[src/rtl/exc_ctrl_if.sv]
// exc_ctrl_if: commit-stage, cp0 and fetch-redirect signals of the exception controller.
// master = exc_ctrl (requesting side), slave = its environment.
`default_nettype none

interface exc_ctrl_if;
  logic        m_valid;
  logic [31:0] m_pc;
  logic        m_is_delay_slot;
  logic        m_exc_if_adel;
  logic        m_exc_ri;
  logic        m_exc_ov;
  logic        m_exc_sys;
  logic        m_exc_bp;
  logic        m_exc_adel;
  logic        m_exc_ades;
  logic [31:0] m_data_vaddr;
  logic        m_eret;
  logic [7:0]  cause_ip;
  logic [7:0]  status_im;
  logic        status_ie;
  logic        status_exl;
  logic [31:0] epc;
  logic        exception;
  logic [4:0]  exccode;
  logic        is_delay_slot;
  logic [31:0] pc;
  logic [31:0] badvaddr;
  logic        flush;
  logic        commit_block;
  logic        redirect_valid;
  logic [31:0] redirect_pc;
  logic        redirect_ready;

  modport master (
    input  m_valid, m_pc, m_is_delay_slot, m_exc_if_adel, m_exc_ri, m_exc_ov,
           m_exc_sys, m_exc_bp, m_exc_adel, m_exc_ades, m_data_vaddr, m_eret,
           cause_ip, status_im, status_ie, status_exl, epc, redirect_ready,
    output exception, exccode, is_delay_slot, pc, badvaddr, flush,
           commit_block, redirect_valid, redirect_pc
  );

  modport slave (
    output m_valid, m_pc, m_is_delay_slot, m_exc_if_adel, m_exc_ri, m_exc_ov,
           m_exc_sys, m_exc_bp, m_exc_adel, m_exc_ades, m_data_vaddr, m_eret,
           cause_ip, status_im, status_ie, status_exl, epc, redirect_ready,
    input  exception, exccode, is_delay_slot, pc, badvaddr, flush,
           commit_block, redirect_valid, redirect_pc
  );
endinterface

`default_nettype wire

[src/rtl/exc_ctrl.sv]
// ---------------------------------------------------------------------------
// exc_ctrl: commit-point exception controller, cp0 request side + fetch redirect.
// Optional counters under macro EXC_STATS_EN.  Rev 1.0
// ---------------------------------------------------------------------------
`default_nettype none

module exc_ctrl #(
  parameter logic [31:0] EXC_VECTOR = 32'hBFC00380
) (
  input  wire logic   clk,
  input  wire logic   reset,
  exc_ctrl_if.master  bus
`ifdef EXC_STATS_EN
  ,
  output logic [31:0] exc_count,
  output logic [31:0] int_count
`endif
);

  localparam logic [4:0] c_EXC_INT  = 5'd0;
  localparam logic [4:0] c_EXC_ADEL = 5'd4;
  localparam logic [4:0] c_EXC_ADES = 5'd5;
  localparam logic [4:0] c_EXC_SYS  = 5'd8;
  localparam logic [4:0] c_EXC_BP   = 5'd9;
  localparam logic [4:0] c_EXC_RI   = 5'd10;
  localparam logic [4:0] c_EXC_OV   = 5'd12;
  // Must match the ERET encoding cp0 decodes on its exccode input.
  localparam logic [4:0] c_EXC_ERET = 5'd14;

  typedef enum logic [0:0] {
    S_IDLE     = 1'b0,
    S_REDIRECT = 1'b1
  } state_t;

  state_t      state_q;
  logic        redirect_valid_q;
  logic [31:0] redirect_pc_q;
  logic        commit_block_q;

  logic        w_int_pending;
  logic        w_any_flag;
  logic        w_is_eret;
  logic        w_take;
  logic [4:0]  w_exccode;
  logic [31:0] w_badvaddr;
  logic [31:0] redirect_pc_d;

  assign w_int_pending = bus.status_ie & ~bus.status_exl & (|(bus.cause_ip & bus.status_im));
  assign w_any_flag    = bus.m_exc_if_adel | bus.m_exc_ri | bus.m_exc_ov | bus.m_exc_sys |
                         bus.m_exc_bp | bus.m_exc_adel | bus.m_exc_ades;
  assign w_is_eret     = bus.m_eret & ~w_any_flag & ~w_int_pending;
  // Commit inputs are wrong-path while a redirect is outstanding.
  assign w_take        = ~reset & (state_q == S_IDLE) & bus.m_valid &
                         (w_any_flag | w_int_pending | bus.m_eret);
  assign redirect_pc_d = w_is_eret ? bus.epc : EXC_VECTOR;

  always_comb begin
    w_exccode  = c_EXC_INT;
    w_badvaddr = 32'd0;
    if (w_int_pending) begin
      w_exccode = c_EXC_INT;
    end else if (bus.m_exc_if_adel) begin
      w_exccode  = c_EXC_ADEL;
      w_badvaddr = bus.m_pc;
    end else if (bus.m_exc_ri) begin
      w_exccode = c_EXC_RI;
    end else if (bus.m_exc_ov) begin
      w_exccode = c_EXC_OV;
    end else if (bus.m_exc_sys) begin
      w_exccode = c_EXC_SYS;
    end else if (bus.m_exc_bp) begin
      w_exccode = c_EXC_BP;
    end else if (bus.m_exc_adel) begin
      w_exccode  = c_EXC_ADEL;
      w_badvaddr = bus.m_data_vaddr;
    end else if (bus.m_exc_ades) begin
      w_exccode  = c_EXC_ADES;
      w_badvaddr = bus.m_data_vaddr;
    end else if (bus.m_eret) begin
      w_exccode = c_EXC_ERET;
    end
  end

  assign bus.exception      = w_take;
  assign bus.flush          = w_take;
  assign bus.exccode        = w_exccode;
  assign bus.badvaddr       = w_badvaddr;
  assign bus.pc             = bus.m_pc;
  assign bus.is_delay_slot  = bus.m_is_delay_slot;
  assign bus.redirect_valid = redirect_valid_q;
  assign bus.redirect_pc    = redirect_pc_q;
  assign bus.commit_block   = commit_block_q;

  always_ff @(posedge clk) begin
    if (reset) begin
      state_q          <= S_IDLE;
      redirect_valid_q <= 1'b0;
      redirect_pc_q    <= 32'd0;
      commit_block_q   <= 1'b0;
    end else begin
      case (state_q)
        S_IDLE: begin
          if (w_take) begin
            state_q          <= S_REDIRECT;
            redirect_valid_q <= 1'b1;
            redirect_pc_q    <= redirect_pc_d;
            commit_block_q   <= 1'b1;
          end
        end
        S_REDIRECT: begin
          if (bus.redirect_ready) begin
            state_q          <= S_IDLE;
            redirect_valid_q <= 1'b0;
            commit_block_q   <= 1'b0;
          end
        end
        default: begin
          state_q          <= S_IDLE;
          redirect_valid_q <= 1'b0;
          commit_block_q   <= 1'b0;
        end
      endcase
    end
  end

`ifdef EXC_STATS_EN
  always_ff @(posedge clk) begin
    if (reset) begin
      exc_count <= 32'd0;
      int_count <= 32'd0;
    end else if (w_take) begin
      exc_count <= exc_count + 32'd1;
      if (w_int_pending) begin
        int_count <= int_count + 32'd1;
      end
    end
  end
`endif

endmodule

`default_nettype wire

[src/flat_wrapper.sv]
// flat-port wrapper written by rule: the top's interface ports become plain ports
module exc_ctrl_flat 
#(
  parameter logic [31:0] EXC_VECTOR = 32'hBFC00380
)
  (clk, reset, bus_m_valid, bus_m_pc, bus_m_is_delay_slot, bus_m_exc_if_adel, bus_m_exc_ri, bus_m_exc_ov, bus_m_exc_sys, bus_m_exc_bp, bus_m_exc_adel, bus_m_exc_ades, bus_m_data_vaddr, bus_m_eret, bus_cause_ip, bus_status_im, bus_status_ie, bus_status_exl, bus_epc, bus_redirect_ready, bus_exception, bus_exccode, bus_is_delay_slot, bus_pc, bus_badvaddr, bus_flush, bus_commit_block, bus_redirect_valid, bus_redirect_pc);
  exc_ctrl_if bus_i ();
  input  wire logic clk;
  input  wire logic reset;
  input wire logic [$bits(bus_i.m_valid)-1:0] bus_m_valid;
  input wire logic [$bits(bus_i.m_pc)-1:0] bus_m_pc;
  input wire logic [$bits(bus_i.m_is_delay_slot)-1:0] bus_m_is_delay_slot;
  input wire logic [$bits(bus_i.m_exc_if_adel)-1:0] bus_m_exc_if_adel;
  input wire logic [$bits(bus_i.m_exc_ri)-1:0] bus_m_exc_ri;
  input wire logic [$bits(bus_i.m_exc_ov)-1:0] bus_m_exc_ov;
  input wire logic [$bits(bus_i.m_exc_sys)-1:0] bus_m_exc_sys;
  input wire logic [$bits(bus_i.m_exc_bp)-1:0] bus_m_exc_bp;
  input wire logic [$bits(bus_i.m_exc_adel)-1:0] bus_m_exc_adel;
  input wire logic [$bits(bus_i.m_exc_ades)-1:0] bus_m_exc_ades;
  input wire logic [$bits(bus_i.m_data_vaddr)-1:0] bus_m_data_vaddr;
  input wire logic [$bits(bus_i.m_eret)-1:0] bus_m_eret;
  input wire logic [$bits(bus_i.cause_ip)-1:0] bus_cause_ip;
  input wire logic [$bits(bus_i.status_im)-1:0] bus_status_im;
  input wire logic [$bits(bus_i.status_ie)-1:0] bus_status_ie;
  input wire logic [$bits(bus_i.status_exl)-1:0] bus_status_exl;
  input wire logic [$bits(bus_i.epc)-1:0] bus_epc;
  input wire logic [$bits(bus_i.redirect_ready)-1:0] bus_redirect_ready;
  output wire logic [$bits(bus_i.exception)-1:0] bus_exception;
  output wire logic [$bits(bus_i.exccode)-1:0] bus_exccode;
  output wire logic [$bits(bus_i.is_delay_slot)-1:0] bus_is_delay_slot;
  output wire logic [$bits(bus_i.pc)-1:0] bus_pc;
  output wire logic [$bits(bus_i.badvaddr)-1:0] bus_badvaddr;
  output wire logic [$bits(bus_i.flush)-1:0] bus_flush;
  output wire logic [$bits(bus_i.commit_block)-1:0] bus_commit_block;
  output wire logic [$bits(bus_i.redirect_valid)-1:0] bus_redirect_valid;
  output wire logic [$bits(bus_i.redirect_pc)-1:0] bus_redirect_pc;
  assign bus_i.m_valid = bus_m_valid;
  assign bus_i.m_pc = bus_m_pc;
  assign bus_i.m_is_delay_slot = bus_m_is_delay_slot;
  assign bus_i.m_exc_if_adel = bus_m_exc_if_adel;
  assign bus_i.m_exc_ri = bus_m_exc_ri;
  assign bus_i.m_exc_ov = bus_m_exc_ov;
  assign bus_i.m_exc_sys = bus_m_exc_sys;
  assign bus_i.m_exc_bp = bus_m_exc_bp;
  assign bus_i.m_exc_adel = bus_m_exc_adel;
  assign bus_i.m_exc_ades = bus_m_exc_ades;
  assign bus_i.m_data_vaddr = bus_m_data_vaddr;
  assign bus_i.m_eret = bus_m_eret;
  assign bus_i.cause_ip = bus_cause_ip;
  assign bus_i.status_im = bus_status_im;
  assign bus_i.status_ie = bus_status_ie;
  assign bus_i.status_exl = bus_status_exl;
  assign bus_i.epc = bus_epc;
  assign bus_i.redirect_ready = bus_redirect_ready;
  assign bus_exception = bus_i.exception;
  assign bus_exccode = bus_i.exccode;
  assign bus_is_delay_slot = bus_i.is_delay_slot;
  assign bus_pc = bus_i.pc;
  assign bus_badvaddr = bus_i.badvaddr;
  assign bus_flush = bus_i.flush;
  assign bus_commit_block = bus_i.commit_block;
  assign bus_redirect_valid = bus_i.redirect_valid;
  assign bus_redirect_pc = bus_i.redirect_pc;
  exc_ctrl #(.EXC_VECTOR(EXC_VECTOR)) u_core (.clk(clk), .reset(reset), .bus(bus_i));
endmodule
[config.mk]
export PLATFORM = sky130hd
export DESIGN_NAME = exc_ctrl_flat
export DESIGN_NICKNAME = d
export VERILOG_FILES = /design/src/rtl/exc_ctrl_if.sv /design/src/rtl/exc_ctrl.sv /design/src/flat_wrapper.sv
export SDC_FILE = /design/constraint.sdc
export NUM_CORES = 1
export LEC_CHECK = 0
export ABC_AREA = 1
export CORE_AREA = 2 2 90 92
export DETAILED_ROUTE_END_ITERATION = 16
export DIE_AREA = 0 0 92 94
export HOLD_SLACK_MARGIN = 0.08
export PLACE_DENSITY = 0.85
export SLEW_MARGIN = 10
export SYNTH_ARGS = -nofsm -noshare
export SYNTH_HDL_FRONTEND = slang
export SYNTH_SLANG_ARGS = --single-unit
[constraint.sdc]
create_clock -name clk -period 3.2 [get_ports clk]
set_input_delay 0.64 -clock clk [delete_from_list [all_inputs] [get_ports clk]]
set_output_delay 0.64 -clock clk [all_outputs]
set_load 0.03 [all_outputs]
# Word-level counts from Yosys, hierarchy flattened
# Cells that the tools add are included.
[word_totals]
reg_bits = 34
out_inout_bits = 106
word_cells = 53
in_bits = 127
[op_classes]
mux = 24
n_bitwise = 21
n_eq_ne = 2
n_reduce_logical = 3
[op_table]
columns = ["op", "n"]
rows = [
  ["$mux W32", 9],
  ["$mux W5", 8],
  ["$and A8 B8 Y8", 1],
  ["$or A1 B1 Y1", 8],
  ["$reduce_or A8 Y1", 1],
  ["$and A1 B1 Y1", 7],
  ["$not A1 Y1", 5],
  ["$mux W1", 4],
  ["$mux W4", 1],
  ["$ne A2 B2 Y1 const B", 2],
  ["$pmux W1 S2", 2],
  ["$reduce_and A2 Y1", 2],
]

# Logic depth before layout (Yosys ltp)
# Gate-level depths: netlist (run 1).
[logic_depth]
depth_word = 11
ltp_mapped = 11
ltp_nobuf = 10

# Worst setup path after synthesis (run 1)
# Ideal clock, no wire load.
[synth_path]
path_type = "input port to output port"
start = "input port bus_cause_ip[5]"
end = "output port bus_exccode[0]"
path_slack_ns = 0.509
required_ns = 2.560
arrival_time_ns = 2.051
path_buffers = 1
cell_stages = 8
path_cell_list = "nand2_1 nand2_1 nor2_1 nand2_1 nand2_1 buf_4 nand2_1 nor4_1"
[synth_via]
elab_chain_cells = 4
[synth_rtl]
columns = ["item", "line", "source"]
rows = [
  ["start: declaration", "flat_wrapper.sv:22", "input wire logic [$bits(bus_i.cause_ip)-1:0] bus_cause_ip;"],
  ["$and A8 B8 Y8", "exc_ctrl.sv:48", "assign w_int_pending = bus.status_ie & ~bus.status_exl & (|(bus.cause_ip & bus.status_im));"],
  ["$reduce_or A8 Y1", "exc_ctrl.sv:48", ""],
  ["$and A1 B1 Y1", "exc_ctrl.sv:48", ""],
  ["$mux W5", "exc_ctrl.sv:60", "if (w_int_pending) begin"],
  ["end: declaration", "flat_wrapper.sv:29", "output wire logic [$bits(bus_i.exccode)-1:0] bus_exccode;"],
]
# Every way passes these cells.

# Worst setup path in the final report (run 1)
[layout_path]
start = "input port bus_m_exc_ri"
end = "output port bus_flush"
[layout_via]
elab_chain_cells = 9
[layout_rtl]
columns = ["item", "line", "source"]
rows = [
  ["start: declaration", "flat_wrapper.sv:14", "input wire logic [$bits(bus_i.m_exc_ri)-1:0] bus_m_exc_ri;"],
  ["$or A1 B1 Y1 (4 in a row)", "exc_ctrl.sv:49", "assign w_any_flag = bus.m_exc_if_adel | bus.m_exc_ri | bus.m_exc_ov | bus.m_exc_sys |"],
  ["$or A1 B1 Y1 (2 in a row)", "exc_ctrl.sv:50", "bus.m_exc_bp | bus.m_exc_adel | bus.m_exc_ades;"],
  ["$or A1 B1 Y1 (2 in a row)", "exc_ctrl.sv:54", "(w_any_flag | w_int_pending | bus.m_eret);"],
  ["$and A1 B1 Y1", "exc_ctrl.sv:53", "assign w_take = ~reset & (state_q == S_IDLE) & bus.m_valid &"],
  ["end: declaration", "flat_wrapper.sv:33", "output wire logic [$bits(bus_i.flush)-1:0] bus_flush;"],
]
# Every way passes these cells.

==> key figures, run 1 <==
Outcome
  – Outcome: completed

GRT
  – Largest net degree at the start of global routing: 56
  – Total track usage: 20.8%
  – Initial antenna violation count: 0
  – First-pass GRT wire length: 14700 um
  – Grt ovf: 0
  – Number of global-route vias before repair: 3133

Critical path
  – Critical Path End Type: output port
  – CP Launch Point: bus_m_exc_ri
  – Worst reg-to-reg setup slack: 1.77 ns
  – Arrival @ worst endpoint: 2.46 ns
  – Worst setup SP type: input port
  – Worst Path Max Fanout: 7
  – Critical Path RT: 2.56 ns
  – Reg2reg start: u_core.state_q
  – Worst r2r dst: u_core.bus.redirect_pc[24]
  – Cells on worst reg2reg path: 6
  – WS Path Type: input port to output port

STA
  – RSZ-0062 raised after global routing: false
  – Hold Vio Cnt, Final: 0
  – Slew Limit Fails: 0
  – Final worst path period share: 96.9%
  – Clock Skew: 0.00381 ns
  – Final setup vio count: 0
  – TNS Setup: 0 ns
  – Period minus WS final: 3.10 ns
  – Achievable Freq: 323 MHz

CTS
  – Worst-path clk slew: 0.06 ns
  – Cts hold-fix bufs: 0
  – Sink Count: 34
  – CTS Buffer Depth: 2
  – CTS Buf Count: 5
  – H-tree depth: 2
  – Resized cells post-CTS: 0
  – Root Buffer: clkbuf_8
  – Worst-skew pair later-pin latency: 0.28 ns
  – Post-CTS Setup Bufs: 0
  – CTS tree: yes

Power and ir drop
  – LEAKAGE: 2.16 nW
  – Power Density: 282 nW/um2
  – Overall power: 1.28 mW
  – VDD IR max: 371 uV

Drt
  – Pre-Repair DR Iteration Count: 4
  – Routed Antenna Nets: 0
  – Total number of vias: 3185
  – Met2 Routed Length: 4700 um
  – Routed wl met3: 873 um
  – Via-to-Cell Ratio: 4.58
  – Top sig layer: met4
  – Routed wire per std cell: 13.6 um
  – Post-route DRC: 0
  – Final wirelength: 9440 um
  – M1 WL: 3700 um
  – Initial DRC Count: 96

Floorplanning
  – Core footprint: 7610 um2
  – Die X: 92 um
  – Rows: 32
  – Initial core utilization: 32.6%
  – Io pins: 233
  – Die area: 8650 um2
  – DIE HEIGHT: 94 um

Job
  – Max-cap violations: 0

Synthesis
  – Yosys top cell by area: dfxtp_1
  – Sequential element share of the synthesized area: 27.4%
  – Synth Cell Area: 2480 um2
  – Largest cells by area after synthesis: dfxtp_1 (27%), nand2_1 (16%), inv_1 (11%)
  – Mapped Avg Cell Area: 6.04 um2
  – Yosys warns: 0
  – Yosys top cell area share: 27.4%
  – Post-synth cell types: 22
  – Mapped Cells: 411
  – Syn Nets: 538
  – Register bit total from synthesis: 34

Place
  – I/O Buffers: 229
  – Final RePlAce weighted congestion: 0.850
  – Dpl hpwl: 7470 um

Hold path
  – Worst hold path endpoint: u_core.bus.redirect_pc[19]
  – Hold Crit Start: u_core.bus.redirect_pc[19]
  – Cell count of the worst hold path: 2
  – Hold Crit Class: register to register

Cells and area
  – Most common library cell in the layout ignoring fill and taps: clkdlybuf4s50_1
  – Fill cell count: 694
  – Layout cell share with drive strength beyond 1: 9.43%
  – Antenna diodes: 0
  – Nets: 721
  – Most frequent cells in the layout: clkdlybuf4s50_1 (193), nand2_1 (104), inv_1 (75)
  – P&R area growth vs syn: 83.1%
==> cell families (layout without fill, tap and decap cells) <==
family / count (synthesis) / after routing / share of synthesized area [%]
flip-flops: 34 / 34 / 27.4
AND/OR/NAND/NOR: 170 / 170 / 29.7
other: 1 / 1 / 0.151
buffers and inverters: 137 / 320 / 28.8
AO/OA/AOI/OAI: 69 / 69 / 13.9
==> layout make-up <==
type | instances | area, um2 | area share, %
timing repair buffer | 236 | 2280 | 50.2
multi-input combinational | 240 | 1090 | 24.0
sequential | 34 | 681 | 15.0
inverter | 77 | 290 | 6.39
tap | 102 | 128 | 2.81
clock buffer | 7 | 76.3 | 1.68
==> critical path: stages <==
cell and delay, ns:
clkdlybuf4s50_1 0.53, inv_1 0.10, nand4_4 0.12, nor2_4 0.04
nand3_1 0.12, nand2_2 0.07, inv_2 0.13, clkdlybuf4s50_1 0.69
==> registers in the layout (all words and copies together) (netlist names) <==
name / flops
u_core.state_q: 1
u_core.bus.redirect_valid: 1
u_core.bus.redirect_pc: 32
==> synth_stat cells (all sizes together) <==
master and count:
a21oi 24, buf 54, clkbuf 6, clkinv 1, conb 1, dfxtp 34
inv 76, nand2 106, nand3 3, nand4 21, nor2 37, nor4 2
o21ai 45, or2 1
==> metal layers <==
layer  vias to the layer above  track usage (%)
met1                      1425             23.7
met2                       158             37.6
met4                         0             6.22
li1                       1587                -
met5                         -                0
met3                        15             6.02
==> power by group <==
part	switching, mW	leakage (nW)	internal, mW
combinational	0.279	1.84	0.269
sequential	0.00689	0.277	0.436
clock	0.143	0.0383	0.150
total	0.429	2.16	0.854
==> how the worst max path moves through the flow <==
stage                endpoint  slack [ns]  depth (start not counted)
2_1_floorplan  bus_exccode[0]        0.51                          8
3_3_place_gp    bus_exception        0.13                          8
3_5_place_dp        bus_flush        0.12                          8
4_1_cts             bus_flush         0.1                          8
5_1_grt             bus_flush        0.02                          8
6_report            bus_flush         0.1                          8
==> through the flow <==
| stage | area [um2] | utilization (%) | hold slack [ns] | setup slack, ns | std cells |
|---|---|---|---|---|---|
| 4_1_cts | 4540 | 59.7 | 0.466 | 0.0995 | 696 |
| 2_1_floorplan | 2480 | - | 0.457 | 0.509 | 411 |
| 3_3_place_gp | 4470 | 58.7 | 0.448 | 0.126 | 689 |
| 6_report | 4540 | 59.7 | 0.463 | 0.0994 | 696 |
| 5_1_grt | 4540 | 59.7 | 0.485 | 0.0210 | 696 |
| 3_5_place_dp | 4470 | 58.7 | 0.457 | 0.117 | 689 |
No activity file was read; power rests on OpenSTA's default activity.
==> run 2: changes to the inputs <==
Settings changed: CORE_AREA 2 2 90 92 to not set, CORE_MARGIN set to 5, CORE_UTILIZATION set to 33, DIE_AREA 0 0 92 94 to not set, GPL_ROUTABILITY_DRIVEN set to 1, PLACE_DENSITY 0.85 to 0.87, SLEW_MARGIN 10 to 20.
==> key figures, run 2 (synthesis results as in run 1) <==
Hold path
  – Hold Crit Start: u_core.bus.redirect_pc[10] (was u_core.bus.redirect_pc[19])
  – Cell count of the worst hold path: 2 (unchanged)
  – Hold Crit Class: register to register (unchanged)
  – Worst hold path endpoint: u_core.bus.redirect_pc[10] (was u_core.bus.redirect_pc[19])

STA
  – Achievable Freq: 325 MHz (was 323 MHz)
  – Fin worst setup slack: 0.128 ns (was 0.0994 ns)
  – Slew Limit Fails: 0 (unchanged)
  – Period minus WS final: 3.07 ns (was 3.10 ns)
  – Final worst path period share: 96.0% (was 96.9%)
  – RSZ-0062 raised after global routing: false (unchanged)
  – Clock Skew: 0.00431 ns (was 0.00381 ns)
  – Final setup vio count: 0 (unchanged)
  – TNS Setup: 0 ns (unchanged)
  – Hold Vio Cnt, Final: 0 (unchanged)

CTS
  – H-tree depth: 2 (unchanged)
  – Sink Count: 34 (unchanged)
  – CTS Buffer Depth: 2 (unchanged)
  – Worst-skew pair later-pin latency: 0.28 ns (about the same)
  – CTS Buf Count: 5 (unchanged)
  – Worst-path clk slew: 0.07 ns (was 0.06 ns)
  – Root Buffer: clkbuf_8 (unchanged)
  – CTS tree: yes (unchanged)
  – Cts hold-fix bufs: 0 (unchanged)

Critical path
  – Critical path's largest stage delay: 0.60 ns (was 0.69 ns)
  – Crit path top cell by count: clkdlybuf4s50_1 (unchanged)
  – Arrival @ worst endpoint: 2.43 ns (was 2.46 ns)
  – Worst reg-to-reg setup slack: 1.55 ns (was 1.77 ns)
  – Reg2reg start: u_core.state_q (unchanged)
  – Critical Path End Type: output port (unchanged)
  – Worst Path Max Fanout: 3 (was 7)
  – CP max stage cell: clkdlybuf4s50_1 (unchanged)
  – Top delay family on crit path: buffers and inverters (unchanged)
  – Critical Path RT: 2.56 ns (about the same)
  – Crit-path cells: clkdlybuf4s50_1, nor2_1, inv_1, nor2_4, nand3_1, nand2_2, inv_2, clkdlybuf4s50_1 (was clkdlybuf4s50_1, inv_1, nand4_4, nor2_4, nand3_1, nand2_2, inv_2, clkdlybuf4s50_1)
  – Cells on worst reg2reg path: 7 (was 6)
  – Worst r2r dst: u_core.bus.redirect_pc[23] (was u_core.bus.redirect_pc[24])
  – Worst Path Buf+Inv: 4 (unchanged)
  – Worst setup SP type: input port (unchanged)
  – WS Path Type: input port to output port (unchanged)

Drt
  – Total number of vias: 3183 (was 3185)
  – Routed Antenna Nets: 0 (unchanged)
  – Via-to-Cell Ratio: 4.57 (was 4.58)
  – Pre-Repair DR Iteration Count: 5 (was 4)
  – Initial DRC Count: 78 (was 96)
  – Routed wire per std cell: 14.9 um (was 13.6 um)
  – Post-route DRC: 0 (unchanged)
  – Final wirelength: 10400 um (was 9440 um)

Place
  – Final RePlAce weighted congestion: 0.961 (was 0.850)
  – I/O Buffers: 229 (unchanged)
  – Area post-placement: 4480 um2 (was 4470 um2)
  – Dpl hpwl: 8350 um (was 7470 um)
  – Dpl ws: 0.136 ns (was 0.117 ns)

Floorplanning
  – Initial core utilization: 34.0% (was 32.6%)
  – DIE HEIGHT: 96.7 um (was 94 um)
  – Die area: 9350 um2 (was 8650 um2)
  – Core footprint: 7290 um2 (was 7610 um2)
  – Rows: 31 (was 32)
  – Io pins: 233 (unchanged)
  – Die X: 96.7 um (was 92 um)

Cells and area
  – Nets: 723 (was 721)
  – Antenna diodes: 0 (unchanged)
  – Most frequent cells in the layout: clkdlybuf4s50_1 (193), nand2_1 (104), inv_1 (75) (unchanged)
  – Fill cell count: 658 (was 694)
  – Most common library cell in the layout ignoring fill and taps: clkdlybuf4s50_1 (unchanged)
  – Final instance area: 4590 um2 (was 4540 um2)
  – P&R area growth vs syn: 85.0% (was 83.1%)
  – Post-layout util: 63.0% (was 59.7%)
  – Area of the multi-input gates: 1090 um2 (about the same)
  – Max reg flops: 32 (unchanged)
  – Layout cell share with drive strength beyond 1: 10.1% (was 9.43%)
  – Reg area: 681 um2 (unchanged)

Power and ir drop
  – VDD IR max: 452 uV (was 371 uV)
  – Power Density: 300 nW/um2 (was 282 nW/um2)
  – LEAKAGE: 2.18 nW (was 2.16 nW)

GRT
  – Number of global-route vias before repair: 3186 (was 3133)
  – Largest net degree at the start of global routing: 56 (unchanged)
  – First-pass GRT wire length: 16400 um (was 14700 um)
  – Initial antenna violation count: 0 (unchanged)
  – Grt ovf: 0 (unchanged)
  – Total track usage: 20.9% (was 20.8%)

Outcome
  – Outcome: completed (unchanged)

Job
  – Max-cap violations: 0 (unchanged)
[run 2: cell count changes in the layout (fill, tap and decap cells not counted), sizes merged]
cell / before / now
buf: 43 / 45
bufinv: 0 / 1
[run 2: per-layer routing]
metal	track usage [%]	part of all wire, %	wire length, um
met1	21.7	36	3770
met2	39.2	52	5360
met3	6.83	9.5	980
met4	6.59	2.3	240
met5	0	0	0
[run 2: what timing repair did]
item | CTS | global route
resized for setup | 0 | 1
buffers inserted | 0 | 0
endpoints found under the setup margin | 0 | 1
[run 2: how the worst max path moves through the flow]
stage / start / to / slack (ns) / cells after the start
after floorplan: bus_cause_ip[5] / bus_exccode[0] / 0.51 / 8
after global placement: bus_cause_ip[3] / bus_exccode[0] / 0.17 / 11
after detailed placement: bus_cause_ip[7] / bus_exccode[0] / 0.14 / 11
after CTS: bus_cause_ip[7] / bus_exccode[0] / 0.12 / 11
after global routing: bus_m_exc_adel / bus_flush / 0.05 / 8
final: bus_m_exc_adel / bus_exception / 0.13 / 8
[run 2: report_power, final]
part,total (mW),internal [mW],switching [mW]
Sequential,0.443,0.436,0.00691
Clock,0.384,0.233,0.151
Combinational,0.548,0.267,0.281
Total,1.38,0.936,0.439
[run 2: area by class of cell]
cell class / count / area share (%)
inverters: 77 / 6.32
well taps: 99 / 2.70
multi-input cells: 240 / 23.8
flip-flops and latches: 34 / 14.8
clock buffers: 7 / 1.66
repair buffers: 238 / 50.0
clock inverters: 1 / 0.654
[run 2: tightest hold or removal path: stages (launching register included)]
cell     delay [ns]
dfxtp_1        0.31
nand2_1        0.06
a21oi_1        0.05
[run 2: per-stage QoR]
stage / std cells / power (mW) / hold slack, ns
final: 696 / 1.38 / 0.462
after global routing: 696 / 1.44 / 0.482
after CTS: 696 / 1.38 / 0.463
after detailed placement: 688 / 0.999 / 0.452
after global placement: 688 / 0.993 / 0.447
after floorplan: 411 / 0.732 / 0.457
